<file path="src/rtl/cipher_pkg.sv">
// Shared types and rotate helpers for the rotate-cipher FIFO.
// Optional build macro: CIPHER_XOR_EN (adds an XOR mask stage).
package cipher_pkg;

    typedef enum logic {
        CIPHER_ENC = 1'b0,
        CIPHER_DEC = 1'b1
    } cipher_mode_e;

    // Helpers work on a fixed wide container; callers pass the live width.
    localparam int unsigned CIPHER_MAX_W = 64;
    localparam int unsigned CIPHER_IDX_W = 6;

    typedef logic [CIPHER_MAX_W-1:0] cipher_word_t;

    // Rotate the low w bits of v left by sh (mod w); upper bits return 0.
    function automatic cipher_word_t rotl(input cipher_word_t v,
                                          input int unsigned  sh,
                                          input int unsigned  w);
        cipher_word_t r;
        int unsigned  s;
        r = '0;
        s = sh % w;
        for (int unsigned i = 0; i < CIPHER_MAX_W; i++) begin
            if (i < w) begin
                r[CIPHER_IDX_W'((i + s) % w)] = v[CIPHER_IDX_W'(i)];
            end
        end
        return r;
    endfunction

    // Right rotation expressed as the complementary left rotation.
    function automatic cipher_word_t rotr(input cipher_word_t v,
                                          input int unsigned  sh,
                                          input int unsigned  w);
        return rotl(v, w - (sh % w), w);
    endfunction

endpackage

</file>
<file path="src/rtl/cipher_fifo_if.sv">
// Host/link bus of the rotate-cipher FIFO.
// Optional build macro: CIPHER_XOR_EN (adds the mask signal).
interface cipher_fifo_if #(
    parameter int unsigned WIDTH    = 8,
    parameter int unsigned BUF_SIZE = 16
) ();
    import cipher_pkg::*;

    logic                          wr_n;
    logic                          rd_n;
    cipher_mode_e                  mode;
    logic [$clog2(WIDTH)-1:0]      key;
    logic [WIDTH-1:0]              din;
    logic                          err_clr;
`ifdef CIPHER_XOR_EN
    logic [WIDTH-1:0]              mask;
`endif
    logic [WIDTH-1:0]              dout;
    logic                          empty;
    logic                          full;
    logic                          almost_full;
    logic [$clog2(BUF_SIZE+1)-1:0] count;
    logic                          overflow;
    logic                          underflow;

    modport master (
        output wr_n, rd_n, mode, key, din, err_clr,
`ifdef CIPHER_XOR_EN
        output mask,
`endif
        input  dout, empty, full, almost_full, count, overflow, underflow
    );

    modport slave (
        input  wr_n, rd_n, mode, key, din, err_clr,
`ifdef CIPHER_XOR_EN
        input  mask,
`endif
        output dout, empty, full, almost_full, count, overflow, underflow
    );

endinterface

</file>
<file path="src/rtl/cipher_rotator.sv">
// Combinational write-path transform: rotl for encrypt, rotr for decrypt.
// Optional build macro: CIPHER_XOR_EN (mask applied after rotl on encrypt,
// before rotr on decrypt, so the two directions invert each other).
module cipher_rotator
    import cipher_pkg::*;
#(
    parameter int unsigned WIDTH = 8,
    parameter int unsigned KEY_W = $clog2(WIDTH)
) (
    input  cipher_mode_e     mode_i,
    input  logic [KEY_W-1:0] key_i,
    input  logic [WIDTH-1:0] din_i,
`ifdef CIPHER_XOR_EN
    input  logic [WIDTH-1:0] mask_i,
`endif
    output logic [WIDTH-1:0] dout_o
);

    logic [WIDTH-1:0] mask_w;
    cipher_word_t     rot_w;

`ifdef CIPHER_XOR_EN
    assign mask_w = mask_i;
`else
    assign mask_w = '0;
`endif

    // Select direction and apply the mask on the correct side of the rotate.
    always_comb begin
        rot_w  = '0;
        dout_o = '0;
        if (mode_i == CIPHER_ENC) begin
            rot_w  = rotl(CIPHER_MAX_W'(din_i), 32'(key_i), WIDTH);
            dout_o = rot_w[WIDTH-1:0] ^ mask_w;
        end else begin
            rot_w  = rotr(CIPHER_MAX_W'(din_i ^ mask_w), 32'(key_i), WIDTH);
            dout_o = rot_w[WIDTH-1:0];
        end
    end

endmodule

</file>
<file path="src/rtl/cipher_fifo.sv">
// Rotate-cipher FIFO: each accepted write stores a key/mode-transformed
// word; reads return entries in order through a registered dout.
// Optional build macro: CIPHER_XOR_EN (adds mask to the bus and rotator).
module cipher_fifo
    import cipher_pkg::*;
#(
    parameter int unsigned WIDTH     = 8,
    parameter int unsigned BUF_SIZE  = 16,
    parameter int unsigned AF_MARGIN = 2
) (
    input logic          clk,
    input logic          reset_n,
    cipher_fifo_if.slave bus
);

    localparam int unsigned KEY_W = $clog2(WIDTH);
    localparam int unsigned PTR_W = $clog2(BUF_SIZE);
    localparam int unsigned CNT_W = $clog2(BUF_SIZE + 1);
    localparam int unsigned AF_TH = (AF_MARGIN >= BUF_SIZE) ? 0 : BUF_SIZE - AF_MARGIN;

    logic [WIDTH-1:0] mem_q [BUF_SIZE];
    logic [PTR_W-1:0] wptr_q, wptr_d;
    logic [PTR_W-1:0] rptr_q, rptr_d;
    logic [CNT_W-1:0] count_q, count_d;
    logic             empty_q, empty_d;
    logic             full_q, full_d;
    logic             af_q, af_d;
    logic             ovf_q, ovf_d;
    logic             udf_q, udf_d;
    logic [WIDTH-1:0] dout_q, dout_d;
    logic [WIDTH-1:0] wdata;
    logic             wr_acc;
    logic             rd_acc;

    function automatic logic [PTR_W-1:0] ptr_inc(input logic [PTR_W-1:0] p);
        return (p == PTR_W'(BUF_SIZE - 1)) ? '0 : p + 1'b1;
    endfunction

    cipher_rotator #(
        .WIDTH (WIDTH),
        .KEY_W (KEY_W)
    ) u_rot (
        .mode_i (bus.mode),
        .key_i  (bus.key),
        .din_i  (bus.din),
`ifdef CIPHER_XOR_EN
        .mask_i (bus.mask),
`endif
        .dout_o (wdata)
    );

    // Full rejects the write and empty rejects the read independently, which
    // yields read-only at full and write-only at empty for simultaneous requests.
    always_comb begin
        wr_acc  = !bus.wr_n && !full_q;
        rd_acc  = !bus.rd_n && !empty_q;
        wptr_d  = wr_acc ? ptr_inc(wptr_q) : wptr_q;
        rptr_d  = rd_acc ? ptr_inc(rptr_q) : rptr_q;
        dout_d  = rd_acc ? mem_q[rptr_q] : dout_q;
        count_d = count_q;
        if (wr_acc && !rd_acc) begin
            count_d = count_q + 1'b1;
        end else if (rd_acc && !wr_acc) begin
            count_d = count_q - 1'b1;
        end
        empty_d = (count_d == '0);
        full_d  = (count_d == CNT_W'(BUF_SIZE));
        af_d    = (count_d >= CNT_W'(AF_TH));
        ovf_d   = ovf_q;
        if (!bus.wr_n && full_q) begin
            ovf_d = 1'b1;
        end else if (bus.err_clr) begin
            ovf_d = 1'b0;
        end
        udf_d   = udf_q;
        if (!bus.rd_n && empty_q) begin
            udf_d = 1'b1;
        end else if (bus.err_clr) begin
            udf_d = 1'b0;
        end
    end

    // Control and status registers, cleared asynchronously.
    always_ff @(posedge clk or negedge reset_n) begin
        if (!reset_n) begin
            wptr_q  <= '0;
            rptr_q  <= '0;
            count_q <= '0;
            empty_q <= 1'b1;
            full_q  <= 1'b0;
            af_q    <= 1'b0;
            ovf_q   <= 1'b0;
            udf_q   <= 1'b0;
            dout_q  <= '0;
        end else begin
            wptr_q  <= wptr_d;
            rptr_q  <= rptr_d;
            count_q <= count_d;
            empty_q <= empty_d;
            full_q  <= full_d;
            af_q    <= af_d;
            ovf_q   <= ovf_d;
            udf_q   <= udf_d;
            dout_q  <= dout_d;
        end
    end

    // Storage array; contents are don't-care after reset.
    always_ff @(posedge clk) begin
        if (wr_acc) begin
            mem_q[wptr_q] <= wdata;
        end
    end

    assign bus.dout        = dout_q;
    assign bus.empty       = empty_q;
    assign bus.full        = full_q;
    assign bus.almost_full = af_q;
    assign bus.count       = count_q;
    assign bus.overflow    = ovf_q;
    assign bus.underflow   = udf_q;

endmodule
</file>
<file path="src/flat_wrapper.sv">
// flat-port wrapper written by rule: the top's interface ports become plain ports
module cipher_fifo_flat import cipher_pkg::*;
#(
    parameter int unsigned WIDTH     = 8,
    parameter int unsigned BUF_SIZE  = 16,
    parameter int unsigned AF_MARGIN = 2
)
  (clk, reset_n, bus_wr_n, bus_rd_n, bus_mode, bus_key, bus_din, bus_err_clr, bus_dout, bus_empty, bus_full, bus_almost_full, bus_count, bus_overflow, bus_underflow);
  cipher_fifo_if #(.WIDTH(WIDTH), .BUF_SIZE(BUF_SIZE)) bus_i ();
  input logic clk;
  input logic reset_n;
  input wire logic [$bits(bus_i.wr_n)-1:0] bus_wr_n;
  input wire logic [$bits(bus_i.rd_n)-1:0] bus_rd_n;
  input wire logic [$bits(bus_i.mode)-1:0] bus_mode;
  input wire logic [$bits(bus_i.key)-1:0] bus_key;
  input wire logic [$bits(bus_i.din)-1:0] bus_din;
  input wire logic [$bits(bus_i.err_clr)-1:0] bus_err_clr;
  output wire logic [$bits(bus_i.dout)-1:0] bus_dout;
  output wire logic [$bits(bus_i.empty)-1:0] bus_empty;
  output wire logic [$bits(bus_i.full)-1:0] bus_full;
  output wire logic [$bits(bus_i.almost_full)-1:0] bus_almost_full;
  output wire logic [$bits(bus_i.count)-1:0] bus_count;
  output wire logic [$bits(bus_i.overflow)-1:0] bus_overflow;
  output wire logic [$bits(bus_i.underflow)-1:0] bus_underflow;
  assign bus_i.wr_n = bus_wr_n;
  assign bus_i.rd_n = bus_rd_n;
  assign bus_i.mode = bus_mode;
  assign bus_i.key = bus_key;
  assign bus_i.din = bus_din;
  assign bus_i.err_clr = bus_err_clr;
  assign bus_dout = bus_i.dout;
  assign bus_empty = bus_i.empty;
  assign bus_full = bus_i.full;
  assign bus_almost_full = bus_i.almost_full;
  assign bus_count = bus_i.count;
  assign bus_overflow = bus_i.overflow;
  assign bus_underflow = bus_i.underflow;
  cipher_fifo #(.WIDTH(WIDTH), .BUF_SIZE(BUF_SIZE), .AF_MARGIN(AF_MARGIN)) u_core (.clk(clk), .reset_n(reset_n), .bus(bus_i));
endmodule
</file>
<file path="config.mk">
export PLATFORM = sky130hd
export DESIGN_NAME = cipher_fifo_flat
export DESIGN_NICKNAME = d
export VERILOG_FILES = /design/src/rtl/cipher_pkg.sv /design/src/rtl/cipher_fifo_if.sv /design/src/rtl/cipher_rotator.sv /design/src/rtl/cipher_fifo.sv /design/src/flat_wrapper.sv
export SDC_FILE = /design/constraint.sdc
export NUM_CORES = 1
export LEC_CHECK = 0
export CAP_MARGIN = 10
export CORE_AREA = 2 2 143 145
export DETAILED_ROUTE_END_ITERATION = 16
export DIE_AREA = 0 0 145 147
export PLACE_DENSITY_LB_ADDON = 0.1
export SETUP_SLACK_MARGIN = 0.05
export SYNTH_ARGS = -nofsm -noshare
export SYNTH_HDL_FRONTEND = slang
export SYNTH_SLANG_ARGS = --single-unit
</file>
<file path="constraint.sdc">
create_clock -name clk -period 3 [get_ports clk]
set_input_delay 0.6 -clock clk [delete_from_list [all_inputs] [get_ports clk]]
set_output_delay 0.6 -clock clk [all_outputs]
set_load 0.005 [all_outputs]
</file>
After elaboration in Yosys (flattened, before gate mapping)

Memories as Yosys holds them, arrays and structs flattened. A register that Yosys moved wholly into a read port is not among the register bits.
Index checks and enable logic that the tools add are counted.

Bits in registers: 18
Bits in latches: 0
RAM bits: 128
Bits in read-only memories: 0
Bits of input ports: 17
Output and inout port bits: 18
Word-level logic and storage cells: 168
Memories: 1

$add $sub $neg: 19
$mul: 0
Divide/modulo/power cells: 0
Order comparisons: 33
Eq/ne operators: 3
Shift-type cells: 0
Mux-type cells: 70
Bitwise logic cells: 2
Reductions and logical operators: 32

Memories:

| memory       | words | width | rd ports | clocked after memory_dff | write ports | RTL line          | text |
|---|---|---|---|---|---|---|---|
| u_core.mem_q | 16    | 8     | 1        | 1                        | 1           | cipher_fifo.sv:21 | `logic [WIDTH-1:0] mem_q [BUF_SIZE];` |

Operators by type and width:

| cell                  | number |
|---|---|
| $bwmux W64            | 14 |
| $mux W64              | 14 |
| $and A64 B8 Y64       | 2 |
| $lt A3 B7 Y1 const B  | 16 |
| $demux W1 S3          | 16 |
| $ge A3 B1 Y1 const B  | 16 |
| $add A3 B3 Y3 const A | 8 |
| $logic_and A1 B1 Y1   | 22 |
| $mux W1               | 21 |
| $add A2 B3 Y3 const A | 4 |
| $mux W5               | 2 |
| $add A4 B1 Y4 const B | 2 |
| $eq A4 B4 Y1 const B  | 2 |
| $mux W4               | 2 |
| $mux W8               | 1 |
| $logic_not A1 Y1      | 7 |
| $add A1 B3 Y3 const A | 2 |
| $add A5 B1 Y5 const B | 1 |
| $eq A5 B5 Y1 const B  | 1 |
| $ge A5 B4 Y1 const B  | 1 |
| $logic_not A5 Y1      | 1 |
| $sub A5 B1 Y5 const B | 1 |
| $reduce_bool A2 Y1    | 2 |
| $sub A1 B3 Y3 const A | 1 |

Depth between registers and ports, before layout

Depth in word-level cells: 21
Gate-level depth with buffers: 14
Mapped depth without buffers: 8

By module

From an unflattened synthesis, not the netlist that was laid out.

Cells, all modules: 646
Area, all modules: 8246.7 um^2

By module, submodules not included:

| module         | instances | cells an instance | area an instance (um^2) | sequential area each (um^2) |
|---|---|---|---|---|
| cipher_fifo    | 1         | 354               | 6314.8                  | 4495.6 |
| cipher_rotator | 1         | 292               | 1931.9                  | 0.0 |

Worst setup path after synthesis

No wires, ideal clock.

Path kind: input to register
From: input port bus_key[0]
To: memory u_core.mem_q[0][2], data pin
Library setup time: 419 ps
Data arrival time: 3648 ps
Data required time: 2581 ps
Setup slack: -1067 ps
Stages on the path: 13
Path buffers: 5
Cell sequence: buf_2 inv_1 buf_2 buf_1 ha_1 ha_1 clkbuf_2 clkbuf_1 nor2_1 nand3_1 o211ai_1 a221oi_1 o311ai_0

Longest elaborated chain between the ends: 21
Elaborated cells on any way between the ends: 126
Those cells by class: add/sub: 15; order compare: 32; mux: 61; bitwise: 2; reduce/logical: 16

RTL lines:

| what                                                  | RTL line             | text |
|---|---|---|
| start: declaration                                    | flat_wrapper.sv:15   | `input wire logic [$bits(bus_i.key)-1:0] bus_key;` |
| branches (longest 20 deep; another with $lt A3 B7 Y1) | --                   |  |
| $mux W8 *                                             | cipher_rotator.sv:32 | `if (mode_i == CIPHER_ENC) begin` |
| via u_core.u_rot.dout_o[2]                            | cipher_rotator.sv:16 | `output logic [WIDTH-1:0] dout_o` |
| end: declaration                                      | cipher_fifo.sv:21    |  |

Mark *: on every way through the listed nets, which the timed path passes. The select of a mux whose other input is x is not followed.

Worst setup path after layout

From: input port bus_key[1]
To: memory u_core.mem_q[12][1], data pin

Same word-level chain as after synthesis.

==> flow_metrics.env <==
export IMPL_worst_slack_ps=162
export IMPL_dieArea_sq_mm=0.0213
export IMPL_crit_required_ps=3120
export IMPL_cts_tree="built"
export IMPL_fin_crit_ps=2840
export IMPL_via_count=5554
export IMPL_fin_cells=996
export IMPL_grt_total_usage_pct=19.7
export IMPL_setup_worst_path_start="bus_key[1]"
export IMPL_yosys_cell_count_top_type="edfxtp_1"
export IMPL_drc_errors=0
export IMPL_grt_max_degree=33
export IMPL_clock_fmax_mhz=352
export IMPL_coreArea_sq_mm=0.0198
export IMPL_pre_cts_slack_ps=-437
export IMPL_start_util_pct=39.3
export IMPL_synth_edf_count=128
export IMPL_reg2reg_to="u_core.bus.dout[0]$_DFFE_PN0P_"
export IMPL_cellPowerDensity_mw_per_mm2=783
export IMPL_grt_pass1_wl_mm=31.9
export IMPL_status="complete, no violations"
export IMPL_routed_wl_mm=20.6
export IMPL_syn_mean_instance_area_sq_um=13.1
export IMPL_rrSetupSlack_ps=960
export IMPL_clk_latency_ps=420
export IMPL_gp_congestion=0.896
export IMPL_drv_cap=0
export IMPL_placed_cell_area_sq_mm=0.00930
export IMPL_hp_class="in -> async"
export IMPL_postSynthCellCount=595
export IMPL_worstSetupPathType="in -> reg"
export IMPL_synth_fa_ha_area_share_pct=2.02
export IMPL_critPathCaptureType="register"
export IMPL_hold_viol=0
export IMPL_ys_warn_count=0
export IMPL_slew_headroom_pct=55.7
export IMPL_final_max_slew_viol_count=0
export IMPL_clockBufferDepth=2
export IMPL_drive_above_1_share_pct=29.6
export IMPL_r2r_start="u_core.rptr_q[0]$_DFFE_PN0P_"
export IMPL_ys_seq_area_share_pct=57.6
export IMPL_grt_use_met3_pct=3.42
export IMPL_htree_num_levels=4
export IMPL_grt_ovfl_total=0
export IMPL_viasPerCell=5.58
export IMPL_ant_nets=0
export IMPL_yosys_top_cells_count="edfxtp_1, nor2_1, nand2_1"
export IMPL_final_area_sq_mm=0.0100
export IMPL_r2r_cells=4
export IMPL_setup_viol=0
export IMPL_synthSimpleGateAreaFrac_pct=9.60
export IMPL_grt_util_met1_pct=24.3
export IMPL_synth_top_family_by_area="multiplexers"
export IMPL_whs_ps=510
export IMPL_fp_dieW_um=145
export IMPL_area_growth_pct=28.7
export IMPL_ys_async_sr_fraction_pct=16.9
export IMPL_drtIter0Drc=285
export IMPL_arrival_ps=2960
export IMPL_die_h_um=147
export IMPL_irDropWorstVdd_mv=0.561
export IMPL_netlist_top_cells_area="edfxtp_1, dfrtp_1, mux4_2"
export IMPL_worstSetupStartpointType="input port"
export IMPL_p_leak_nw=3.64
export IMPL_ioPinCount=35
export IMPL_antenna_found_initial=0
export IMPL_synth_area_sq_mm=0.00780
export IMPL_numCtsBuffers=17
export IMPL_place_hpwl_mm=14.2
export IMPL_cts_root_buffer_cell="clkbuf_16"
export IMPL_yosysTopAreaCell="edfxtp_1"
export IMPL_busiest_layer="met2"
export IMPL_fin_crit_sh_pct=94.6
export IMPL_num_rows=52
export IMPL_synth_nets=623
export IMPL_finClkSkew_ps=9.38
export IMPL_fin_util_pct=50.6
export IMPL_worst_slew_pin_slew_ps=660
export IMPL_cp_max_fo=10
export IMPL_synthMuxAreaShare_pct=13.3
export IMPL_rsz0062_at_grt="no"
export IMPL_firstDrtPassIters=5
export IMPL_wl_per_cell_um=20.7
export IMPL_place_inst=957
export IMPL_yosysTopAreaCellShare_pct=49.2
export IMPL_fin_nets=741
export IMPL_grt_pass1_vias=5572
export IMPL_portBuffers=34
export IMPL_synth_seq_cells=154
export IMPL_synth_cell_types=68
export IMPL_synthXorXnorAreaFrac_pct=1.46
export IMPL_diodes=0
export IMPL_yosys_most_used_dff="edfxtp_1"
export IMPL_met2_usage_pct=34.7
export IMPL_clkTransAtPathRegs_ps=60
export IMPL_cts_sinks=154
export IMPL_synth_compound_gate_area_share_pct=11.9
sequential cells by signal, summed over array words and instances, names as in the netlist:
register / flops
u_core.bus.almost_full: 1
u_core.bus.dout: 8
u_core.bus.full: 1
u_core.bus.overflow: 1
u_core.wptr_q: 4
u_core.mem_q: 128
u_core.bus.count: 5
u_core.bus.empty: 1
u_core.bus.underflow: 1
u_core.rptr_q: 4
worst max-delay path by stage:
stage                     slack [ps]                       endpoint  cells after the start
after floorplan                   70   u_core.mem_q[0][7]$_DFFE_PP_                     14
after global placement          -420  u_core.mem_q[12][6]$_DFFE_PP_                     12
after detailed placement        -440  u_core.mem_q[14][6]$_DFFE_PP_                     12
after CTS                         70  u_core.mem_q[14][7]$_DFFE_PP_                      8
after global routing              60   u_core.mem_q[9][2]$_DFFE_PP_                     12
final                            160  u_core.mem_q[12][1]$_DFFE_PP_                     10
per-stage QoR:
step | power, mW | TNS [ps]
2_1_floorplan | 4.70 | 0
3_3_place_gp | 5.69 | -36150
3_5_place_dp | 5.75 | -40510
4_1_cts | 7.88 | 0
5_1_grt | 8.25 | 0
6_report | 7.87 | 0
layout make-up:
cell class | count | area [sq um]
fill | 1685 | 9800
sequential | 154 | 4500
multi-input combinational | 374 | 3230
timing repair buffer | 149 | 1320
clock buffer | 18 | 429
tap | 270 | 338
clock inverter | 14 | 161
inverter | 17 | 66.3
metal layers:
layer | share of wire [%] | vias up
li1 | - | 2578
met1 | 42 | 2799
met2 | 52 | 140
met3 | 3.4 | 37
met4 | 2.4 | 0
met5 | 0 | -
what timing repair did:
| action | CTS | global route |
|---|---|---|
| endpoints found under the setup margin | 16 | 96 |
| gates resized for setup | 1 | 6 |
| pin swaps | 0 | 4 |
| hold endpoints to repair | 0 | 0 |
| buffers inserted | 0 | 6 |
| cloned | 0 | 1 |
| hold buffers | 0 | 0 |
critical path, stage by stage:
cell and delay [ps]:
clkdlybuf4s50_1 480, inv_1 60, ha_2 190, ha_4 240
buf_4 180, nand2b_4 150, buf_4 140, a211o_1 310
a32oi_4 380, o221ai_4 220
kinds of logic (layout without fill, tap and decap cells):
kind of cell	count (synthesis)	after routing
adders and majority gates	13	13
DFF	154	154
and+or+nand+nor	156	156
xor gates and xnor gates	13	13
AOI/OAI and AO/OA	132	133
buffers and inverters	68	198
muxes	59	59
report_power, final:
| group | internal [mW] | switching (mW) | total (mW) | leakage (nW) |
|---|---|---|---|---|
| sequential | 2.73 | 0.218 | 2.95 | 1.48 |
| clock | 1.25 | 0.871 | 2.12 | 0.285 |
| combinational | 1.40 | 1.40 | 2.80 | 1.88 |
placed cells by master, fill, tap and decap left out, types with 3 or more instances in the layout:
cell type	instances
edfxtp_1	128
buf_4	105
nor2_1	41
nand2_1	33
clkdlybuf4s50_1	33
mux4_2	27
nor3_1	26
dfrtp_1	24
o21ai_0	23
a21oi_1	22
clkbuf_16	17
inv_1	16
mux2i_1	15
nand2b_1	11
nand3_1	11
mux2_2	11
buf_12	10
nor2b_1	9
a221o_1	9
ha_1	9
o22ai_1	8
xnor2_1	7
a31oi_1	7
mux4_1	6
inv_6	6
and3_1	5
a211oi_1	5
a221oi_1	5
o211ai_1	5
xor2_1	4
or2_2	3
o31ai_1	3
or3_1	3
a22o_1	3
a311oi_1	3
o221ai_4	3
Note: power is estimated with default switching activity, not from simulation.
